<file path="src/rtl/dose_sched_pkg.sv">
// Shared types and constants for the pill dose scheduler.
// DOSE_SNOOZE_EN enables the SNOOZE state and its timer in dose_channel.
package dose_sched_pkg;

    localparam int MISS_W         = 4;
    localparam int SNOOZE_DEFAULT = 10;

    typedef enum logic [1:0] {
        CH_OFF    = 2'd0,
        CH_COUNT  = 2'd1,
        CH_DUE    = 2'd2,
        CH_SNOOZE = 2'd3
    } ch_state_e;

endpackage

</file>
<file path="src/rtl/dose_channel.sv">
// One pill channel: interval/remaining counters, missed counter and state.
// DOSE_SNOOZE_EN adds the SNOOZE state with a SNOOZE_MIN tick timer.
module dose_channel
    import dose_sched_pkg::*;
#(
    parameter int CNT_W      = 12,
    parameter int SNOOZE_MIN = SNOOZE_DEFAULT
) (
    input  logic              clk,
    input  logic              reset,
    input  logic              tick,
    input  logic              cfg_we,
    input  logic [CNT_W-1:0]  cfg_interval,
    input  logic              ack,
    input  logic              snooze,
    output logic              is_due,
    output logic              is_count,
    output logic [CNT_W-1:0]  remaining,
    output logic [MISS_W-1:0] missed
);

    ch_state_e          state_q, state_d;
    logic [CNT_W-1:0]   interval_q, interval_d;
    logic [CNT_W-1:0]   remaining_q, remaining_d;
    logic [MISS_W-1:0]  missed_q, missed_d;
    logic               rem_last;

`ifdef DOSE_SNOOZE_EN
    logic [CNT_W-1:0]   snz_q, snz_d;
`else
    logic               unused_snooze;
    assign unused_snooze = snooze;
`endif

    assign rem_last = (remaining_q == CNT_W'(1));

    always_comb begin
        state_d     = state_q;
        interval_d  = interval_q;
        remaining_d = remaining_q;
        missed_d    = missed_q;
`ifdef DOSE_SNOOZE_EN
        snz_d       = snz_q;
`endif
        if (cfg_we) begin
            interval_d  = cfg_interval;
            remaining_d = cfg_interval;
            missed_d    = '0;
            state_d     = (cfg_interval != '0) ? CH_COUNT : CH_OFF;
        end else begin
            case (state_q)
                CH_COUNT: begin
                    if (tick) begin
                        if (rem_last) begin
                            state_d     = CH_DUE;
                            remaining_d = interval_q;
                        end else begin
                            remaining_d = remaining_q - CNT_W'(1);
                        end
                    end
                end
                CH_DUE: begin
                    if (ack) begin
                        state_d     = CH_COUNT;
                        remaining_d = interval_q;
`ifdef DOSE_SNOOZE_EN
                    end else if (snooze) begin
                        state_d = CH_SNOOZE;
                        snz_d   = CNT_W'(SNOOZE_MIN);
`endif
                    end else if (tick) begin
                        // an unacknowledged interval elapsing counts as a miss
                        if (rem_last) begin
                            remaining_d = interval_q;
                            if (missed_q != '1)
                                missed_d = missed_q + MISS_W'(1);
                        end else begin
                            remaining_d = remaining_q - CNT_W'(1);
                        end
                    end
                end
`ifdef DOSE_SNOOZE_EN
                CH_SNOOZE: begin
                    if (tick) begin
                        if (snz_q <= CNT_W'(1))
                            state_d = CH_DUE;
                        else
                            snz_d = snz_q - CNT_W'(1);
                    end
                end
`endif
                default: ;
            endcase
        end
    end

    always_ff @(posedge clk or posedge reset) begin
        if (reset) begin
            state_q     <= CH_OFF;
            interval_q  <= '0;
            remaining_q <= '0;
            missed_q    <= '0;
`ifdef DOSE_SNOOZE_EN
            snz_q       <= '0;
`endif
        end else begin
            state_q     <= state_d;
            interval_q  <= interval_d;
            remaining_q <= remaining_d;
            missed_q    <= missed_d;
`ifdef DOSE_SNOOZE_EN
            snz_q       <= snz_d;
`endif
        end
    end

    assign is_due    = (state_q == CH_DUE);
    assign is_count  = (state_q == CH_COUNT);
    assign remaining = remaining_q;
    assign missed    = missed_q;

endmodule

</file>
<file path="src/rtl/dose_scheduler.sv">
// Multi-channel pill dose scheduler: alarm priority and next-dose selection.
// Define DOSE_SNOOZE_EN to enable patient snooze of the presented alarm.
module dose_scheduler
    import dose_sched_pkg::*;
#(
    parameter int NUM_CH     = 8,
    parameter int CNT_W      = 12,
    parameter int SNOOZE_MIN = SNOOZE_DEFAULT,
    localparam int ID_W      = $clog2(NUM_CH)
) (
    input  logic              clk,
    input  logic              reset,
    input  logic              tick,
    input  logic              cfg_we,
    input  logic [ID_W-1:0]   cfg_ch,
    input  logic [CNT_W-1:0]  cfg_interval,
    input  logic              ack,
    input  logic              snooze,
    output logic              alarm_valid,
    output logic [ID_W-1:0]   alarm_ch,
    output logic [MISS_W-1:0] alarm_missed,
    output logic [ID_W-1:0]   next_ch,
    output logic [CNT_W-1:0]  next_remaining,
    output logic [NUM_CH-1:0] pending
);

    logic [NUM_CH-1:0] due_w, count_w;
    logic [CNT_W-1:0]  rem_w  [NUM_CH];
    logic [MISS_W-1:0] miss_w [NUM_CH];

    logic              alarm_valid_q, alarm_valid_d;
    logic [ID_W-1:0]   alarm_ch_q, alarm_ch_d;
    logic [MISS_W-1:0] alarm_missed_q, alarm_missed_d;
    logic [ID_W-1:0]   next_ch_q, next_ch_d;
    logic [CNT_W-1:0]  next_rem_q, next_rem_d;
    logic [NUM_CH-1:0] pending_q, pending_d;
    logic              next_found;

    for (genvar i = 0; i < NUM_CH; i++) begin : g_ch
        logic hit;
        assign hit = alarm_valid_q && (alarm_ch_q == ID_W'(i));

        dose_channel #(
            .CNT_W      (CNT_W),
            .SNOOZE_MIN (SNOOZE_MIN)
        ) u_ch (
            .clk          (clk),
            .reset        (reset),
            .tick         (tick),
            .cfg_we       (cfg_we && (cfg_ch == ID_W'(i))),
            .cfg_interval (cfg_interval),
            .ack          (ack && hit),
            .snooze       (snooze && hit),
            .is_due       (due_w[i]),
            .is_count     (count_w[i]),
            .remaining    (rem_w[i]),
            .missed       (miss_w[i])
        );
    end

    always_comb begin
        alarm_valid_d  = 1'b0;
        alarm_ch_d     = '0;
        alarm_missed_d = '0;
        pending_d      = due_w;
        // walk downward so the lowest DUE index wins
        for (int i = NUM_CH - 1; i >= 0; i--) begin
            if (due_w[i]) begin
                alarm_valid_d  = 1'b1;
                alarm_ch_d     = ID_W'(i);
                alarm_missed_d = miss_w[i];
            end
        end
    end

    always_comb begin
        next_found = 1'b0;
        next_ch_d  = '0;
        next_rem_d = '1;
        for (int i = 0; i < NUM_CH; i++) begin
            if (count_w[i] && (!next_found || rem_w[i] < next_rem_d)) begin
                next_found = 1'b1;
                next_ch_d  = ID_W'(i);
                next_rem_d = rem_w[i];
            end
        end
    end

    always_ff @(posedge clk or posedge reset) begin
        if (reset) begin
            alarm_valid_q  <= 1'b0;
            alarm_ch_q     <= '0;
            alarm_missed_q <= '0;
            pending_q      <= '0;
            next_ch_q      <= '0;
            next_rem_q     <= '1;
        end else begin
            alarm_valid_q  <= alarm_valid_d;
            alarm_ch_q     <= alarm_ch_d;
            alarm_missed_q <= alarm_missed_d;
            pending_q      <= pending_d;
            next_ch_q      <= next_ch_d;
            next_rem_q     <= next_rem_d;
        end
    end

    assign alarm_valid    = alarm_valid_q;
    assign alarm_ch       = alarm_ch_q;
    assign alarm_missed   = alarm_missed_q;
    assign pending        = pending_q;
    assign next_ch        = next_ch_q;
    assign next_remaining = next_rem_q;

endmodule

</file>
<file path="config.mk">
export PLATFORM = sky130hd
export DESIGN_NAME = dose_scheduler
export DESIGN_NICKNAME = d
export VERILOG_FILES = /design/src/rtl/dose_sched_pkg.sv /design/src/rtl/dose_channel.sv /design/src/rtl/dose_scheduler.sv
export SDC_FILE = /design/constraint.sdc
export NUM_CORES = 1
export LEC_CHECK = 0
export CORE_MARGIN = 2
export CORE_UTILIZATION = 58
export DETAILED_ROUTE_END_ITERATION = 7
export PLACE_DENSITY_LB_ADDON = 0.3
export SETUP_SLACK_MARGIN = 0.3
export SYNTH_ARGS = -nofsm -noshare
export SYNTH_HDL_FRONTEND = slang
export SYNTH_HIERARCHICAL = 1
export SYNTH_SLANG_ARGS = --single-unit
</file>
<file path="constraint.sdc">
create_clock -name clk -period 13.7 [get_ports clk]
set_input_delay 2.74 -clock clk [delete_from_list [all_inputs] [get_ports clk]]
set_output_delay 2.74 -clock clk [all_outputs]
set_load 0.01 [all_outputs]
</file>
==> results of run 1 <==
-- flip-flops by register name, indices dropped and copies added, names as in the netlist --
signal / flops
g_ch.u_ch/interval_q: 96
g_ch.u_ch/remaining: 96
alarm_valid: 1
g_ch.u_ch/missed: 32
g_ch.u_ch/state_q: 16
pending: 8
alarm_missed: 4
next_ch: 3
next_remaining: 12
alarm_ch: 3
-- metal layers --
| metal | vias up | track usage [%] | share of wire, % | wire length, um |
|---|---|---|---|---|
| met3 | 332 | 8.097 | 10 | 7410 |
| met1 | 10162 | 50.28 | 39 | 27710 |
| met2 | 1292 | 59.64 | 45 | 31970 |
| met4 | 0 | 24.09 | 6.1 | 4393 |
| met5 | - | 0 | 0 | 0 |
| li1 | 9243 | - | - | - |
-- per-stage QoR --
stage	area (um^2)	setup slack [ns]	instances
after global placement	22290	-0.06247	2948
after CTS	24310	-0.02744	3048
after floorplan	20500	0.1555	2386
after detailed placement	22290	-0.4734	2948
final	24600	-0.6335	3059
after global routing	24590	-1.111	3058
-- final cells by class --
cell class              instances  area (um^2)  share of cell area (%)
inverters                     180        678.2                   2.757
repair buffers                258         2277                   9.258
flip-flops and latches        271         6798                   27.64
multi-input cells            1833        13110                   53.31
clock buffers                  50         1022                   4.156
well taps                     455        569.3                   2.314
clock inverters                11        137.6                  0.5595
diodes                          1        2.502                 0.01017
-- power groups by stage --
stage | Clock [uW] | Combinational, uW | Sequential, uW
global route | 985 | 1390 | 1220
detailed placement | 0 | 1090 | 1200
finish | 942 | 1290 | 1210
floorplan | 0 | 714 | 1130
global placement | 0 | 1040 | 1190
CTS | 950 | 1200 | 1190
-- worst min path at each step --
| stage | startpoint | endpoint |
|---|---|---|
| after floorplan | g_ch[0].u_ch/interval_q[9] | g_ch[0].u_ch/interval_q[9] |
| after global placement | g_ch[6].u_ch/interval_q[9] | g_ch[6].u_ch/interval_q[9] |
| after detailed placement | g_ch[1].u_ch/interval_q[9] | g_ch[1].u_ch/interval_q[9] |
| after CTS | g_ch[1].u_ch/interval_q[9] | g_ch[1].u_ch/interval_q[9] |
| after global routing | g_ch[6].u_ch/interval_q[9] | g_ch[6].u_ch/interval_q[9] |
| final | g_ch[1].u_ch/interval_q[9] | g_ch[1].u_ch/interval_q[9] |
-- cells in the final DEF, fill, tap and decap left out, drive strengths merged, types with 15 or more instances in the layout --
cell type	instances
xnor2	34
nor2b	46
o2111ai	20
nand4	37
or3	18
a21o	31
ha	97
or2	30
nor4	53
nand2b	19
o211a	23
or4	18
a41oi	15
clkbuf	51
inv	182
nor3	82
buf	208
nor2	201
and3	15
mux2	33
o211ai	20
a21oi	111
o22ai	29
and2	18
clkdlybuf4s50	49
a211oi	33
o31ai	25
mux2i	77
nand2	213
nand3b	16
nand3	65
o21ai	232
a31oi	40
dfrtp	259
-- what timing repair did --
action,CTS,global route
setup buffers,31,9
hold buffers,0,0
pin swaps,30,33
gates resized for setup,88,49
hold endpoints to repair,0,0
gates cloned,8,0
setup endpoints to repair,15,15
==> results.txt, run 1 <==
Post-Syn Nets: 2504
Sequential fraction of design power: 35.2%
I/O Buffers: 50
Worst VDD drop: 0.1287 mV
First-pass GRT wire length: 110700 um
Die Wd: 190.3 um
Critical path class: flip-flop to flip-flop
CTS H-tree depth: 2
CP max FO: 8
Fmax: 69.77 MHz
Area grow syn2layout: 22.14%
I/O Pins: 52
Core ar.: 34370 um^2
Fin crit share: 104.6%
CP peak stage delay: 0.44 ns
Worst reg2reg endpoint: next_remaining[1]
Worst setup endpoint: next_remaining[1]
Antenna violations before repair: 0
Pwr/cell area: 139.9 nW/um^2
Avg Vias per Cell: 6.874
Layout cell share with drive strength beyond 1: 21.48%
R2r worst-path depth: 79
Final min period: 14.33 ns
PnR Total Power: 3442 uW
Arr. time, crit path: 14.81 ns
Sw Ratio: 38.23%
Worst path slowest cell: dfrtp_2
Vias in the first global route: 20669
Drt first pass iters: 7
Final worst setup slack: -0.6335 ns
Hold Crit Depth: 1
Detailed Route Iter0 Violations: 2737
Clock Tree Buf Depth: 3
CP required: 14.17 ns
Lkg Pwr: 0.01075 uW
Synthesized area: 20140 um^2
Clk pwr share: 27.4%
GRT Total Usage: 38.85%
Vias after detailed routing: 21029
Relative slew slack: 17.49%
Cell row count: 68
Post-layout util: 71.56%
P_sw: 1316 uW
Final Hold Viols: 0
WP depth: 79
RSZ-0062 raised after global routing: true
Hold_ws: 0.4996 ns
FF-to-FF Start: g_ch[0].u_ch/state_q[1]
Internal Power: 2126 uW
Final setup viols: 15
Num CTS Buffers: 35
Top delay family on crit path: compound AO/OA/AOI/OAI gates
Post-route ant nets: 0
Routability cong.: 1.012
Clock sink count: 271
Critical path origin: g_ch[0].u_ch/state_q[1]
Root Driver: clkbuf_16
Starting Density: 58.59%
Endpoint class of the critical path: flip-flop
Worst reg2reg setup slack: -0.63 ns
DP HPWL: 46570 um
DIE AREA: 36230 um^2
Worst-path clk slew: 0.06 ns
Detailed-route wire length: 71480 um
Status: finished with violations
Nets: 2697
Final slew viol count: 0
Fillers: 2604
Logic pwr share: 37.4%
Clock skew: 0.01777 ns
CP bufs+invs: 11
DR WL/cell: 23.37 um
Synth warn: 6
Worst hold path class: flip-flop to flip-flop
Worst Setup Start Kind: flip-flop
Largest net degree at the start of global routing: 51
Setup TNS: -8.714 ns
TritonCTS clock tree: done
Failing checks: negative setup slack
Synth Area per Inst: 8.441 um^2
Gate Count Post-Synth: 2386
CP dominant cell by count: a21o_1
GR Overflow Total: 0
DRC viols: 0
Worst skew pair latency: 0.56 ns
Slew @ Worst Pin: 1.235 ns
Die Height: 190.3 um
Max cap viols: 0
No activity file was read; power rests on OpenSTA's default activity.
==> run 2, diff against run 1 <==
CORE_UTILIZATION = 59   (was 58)
CTS_BUF_LIST = sky130_fd_sc_hd__clkbuf_8   (was default)
==> run 2 against run 1 <==
Against the previous run: the run still ends with negative setup slack left; critical path depth increased by 6; setup slack got worse by 0.32 ns; non-clock buffer count increased by 61; register-to-register slack got worse by 0.32 ns; combinational power increased by 5%; final area increased by 1.3%; wire length increased by 2.6%; global-route usage increased by 0.64 points; sequential power about the same; power decreased by 3.1%; clock skew increased by 0.011 ns; largest power group unchanged; utilization increased by 2.7 points.
==> results.txt, run 2 (same netlist as run 1, synthesis figures left out) <==
Internal Power: 2002 uW (-5.8%)
First-pass GRT wire length: 111900 um (+1.0%)
Endpoint class of the critical path: flip-flop
DIE AREA: 35630 um^2 (-1.7%)
Drt first pass iters: 8 (+1)
Worst Hold End: g_ch[1].u_ch/interval_q[9]
Final Hold Viols: 0 (unchanged)
Relative slew slack: 20.07% (+2.6 points)
Worst skew pair latency: 0.62 ns (+0.06 ns)
Vias in the first global route: 20841 (+0.83%)
Fin crit share: 107.0% (+2.3 points)
P_sw: 1333 uW (+1.3%)
Avg Vias per Cell: 6.846 (-0.42%)
FF-to-FF Start: g_ch[0].u_ch/state_q[1]
Logic pwr share: 40.4% (+3.0 points)
Final slew viol count: 0 (unchanged)
Sw Ratio: 39.97% (+1.7 points)
Cell row count: 67 (-1.5%)
DR WL/cell: 23.34 um (-0.11%)
Worst Setup Start Kind: flip-flop
Area grow syn2layout: 23.73%
Critical path class: flip-flop to flip-flop
HP Start: g_ch[1].u_ch/interval_q[9]
Worst-path clk slew: 0.07 ns (about the same)
CP required: 14.21 ns (+0.04 ns)
R2r worst-path depth: 85 (+7.6%)
Hold_ws: 0.4991 ns (-0.0004790 ns)
Fmax: 68.23 MHz (-2.2%)
Most frequent cells in the layout: dfrtp_1 (259), buf_4 (250), nand2_1 (208), inv_1 (191), nor2_1 (191)
Worst VDD drop: 0.1032 mV (-20%)
Detailed-route wire length: 73320 um (+2.6%)
Hold Crit Depth: 1 (unchanged)
Placed cell count: 2956 (+0.27%)
Die Wd: 188.8 um (-0.83%)
Vias after detailed routing: 21503 (+2.3%)
TritonCTS clock tree: done
Diodes inserted: 0 (-1)
Commonest non-fill, non-tap cell in the layout: dfrtp_1
Num CTS Buffers: 49 (+40%)
Slew @ Worst Pin: 1.198 ns (-0.03742 ns)
CP peak stage delay: 0.41 ns (-0.03 ns)
GRT Total Usage: 39.50% (+0.64 points)
Post-route ant nets: 0 (unchanged)
Failing checks: negative setup slack
Worst reg2reg endpoint: next_remaining[5]
Pwr/cell area: 133.8 nW/um^2 (-4.4%)
DP Area: 22400 um^2 (+0.47%)
Arr. time, crit path: 15.17 ns (+0.36 ns)
CP dominant cell by count: buf_4
Final min period: 14.66 ns (+0.3218 ns)
Non-Filler Instances: 3141 (+2.7%)
Clock Tree Buf Depth: 3 (unchanged)
Lkg Pwr: 0.01101 uW (+2.4%)
Starting Density: 60.06% (+1.5 points)
CP max FO: 8 (unchanged)
Max cap viols: 0 (unchanged)
I/O Buffers: 50 (unchanged)
Root Driver: clkbuf_8
Sequential fraction of design power: 36.4% (+1.2 points)
DRC viols: 0 (unchanged)
Worst reg2reg setup slack: -0.96 ns (-0.32 ns)
Final worst setup slack: -0.9553 ns (-0.3218 ns)
Clock sink count: 271 (unchanged)
Fin area: 24920 um^2 (+1.3%)
Antenna violations before repair: 0 (unchanged)
Clock skew: 0.02873 ns (+0.01096 ns)
Detailed Route Iter0 Violations: 2836 (+3.6%)
Status: finished with violations
Nets: 2771 (+2.7%)
Final setup viols: 15 (unchanged)
Worst path slowest cell: dfrtp_1
Layout cell share with drive strength beyond 1: 23.80% (+2.3 points)
Die Height: 188.8 um (-0.83%)
Worst hold path class: flip-flop to flip-flop
Clk pwr share: 23.2% (-4.2 points)
GR Overflow Total: 0 (unchanged)
Routability cong.: 0.9692 (-4.2%)
Largest net degree at the start of global routing: 57 (+12%)
CTS H-tree depth: 2 (unchanged)
I/O Pins: 52 (unchanged)
RSZ-0062 raised after global routing: true
DP HPWL: 46060 um (-1.1%)
Core ar.: 33530 um^2 (-2.4%)
-- run 2: cell types whose count changed in the layout (fill, tap and decap cells not counted), sizes merged --
cell / change
bufbuf: +1
clkbuf: +9
diode: -1
clkinv: +1
clkinvlp: +1
inv: +21
bufinv: -2
buf: +60
nor2b: -1
-- run 2: worst max-delay path by stage --
stage                                  from                 to  slack, ns  cells past startpoint
global placement    g_ch[0].u_ch/state_q[1]  next_remaining[3]      -0.20                     78
finish              g_ch[0].u_ch/state_q[1]  next_remaining[5]      -0.96                     85
detailed placement  g_ch[0].u_ch/state_q[1]  next_remaining[9]      -0.47                     77
floorplan           g_ch[0].u_ch/state_q[0]  next_remaining[0]       0.16                     84
global route        g_ch[0].u_ch/state_q[1]  next_remaining[4]      -1.58                     81
CTS                 g_ch[0].u_ch/state_q[1]  next_remaining[2]      -0.08                     81
-- run 2: stage by stage --
step	TNS [ns]	util, %	total power [uW]	setup slack [ns]
final	-13.77	74.31	3334	-0.9553
after CTS	-0.8589	72.84	3176	-0.08486
after detailed placement	-5.928	66.79	2285	-0.4710
after global placement	-1.912	66.79	2236	-0.2024
after global routing	-23.27	74.31	3495	-1.579
after floorplan	0	-	1842	0.1555
-- run 2: cell type report --
class	instances	area, um^2
Fill cell	2292	8615
Multi-Input combinational cell	1832	13200
Timing Repair Buffer	319	2714
Tap cell	448	560.5
Inverter	180	675.6
Clock buffer	59	812.0
Clock inverter	32	158.9
Sequential cell	271	6797
-- run 2: layer usage --
metal	part of all wire, %	track usage, %	vias to the layer above
met1	37	50.71	10208
met4	6.4	21.51	0
met5	0	0	-
li1	-	-	9368
met2	44	61.47	1546
met3	12	9.704	381
-- run 2: critical path: cells and delay by family, from the launching register on --
kind,cells,cell delay [ns]
AO/OA/AOI/OAI,30,5.44
buffers and inverters,25,3.04
AND/OR/NAND/NOR,20,2.90
adder cells (fa/ha/maj),6,1.57
multiplexers,4,1.15
flip-flops,1,0.41
-- run 2: power by group through the flow --
stage / Clock [uW] / Combinational (uW) / Sequential, uW
after floorplan: 0 / 714 / 1130
after global placement: 0 / 1050 / 1190
after detailed placement: 0 / 1090 / 1190
after CTS: 780 / 1210 / 1190
after global routing: 816 / 1460 / 1220
final: 772 / 1350 / 1210
-- run 2: timing repair --
action / in CTS / in global routing
pin swaps: 42 / 63
gates resized for setup: 92 / 67
gates cloned: 6 / 0
hold endpoints to repair: 0 / 0
setup endpoints to repair: 15 / 15
setup buffers: 70 / 18
hold buffers: 0 / 0
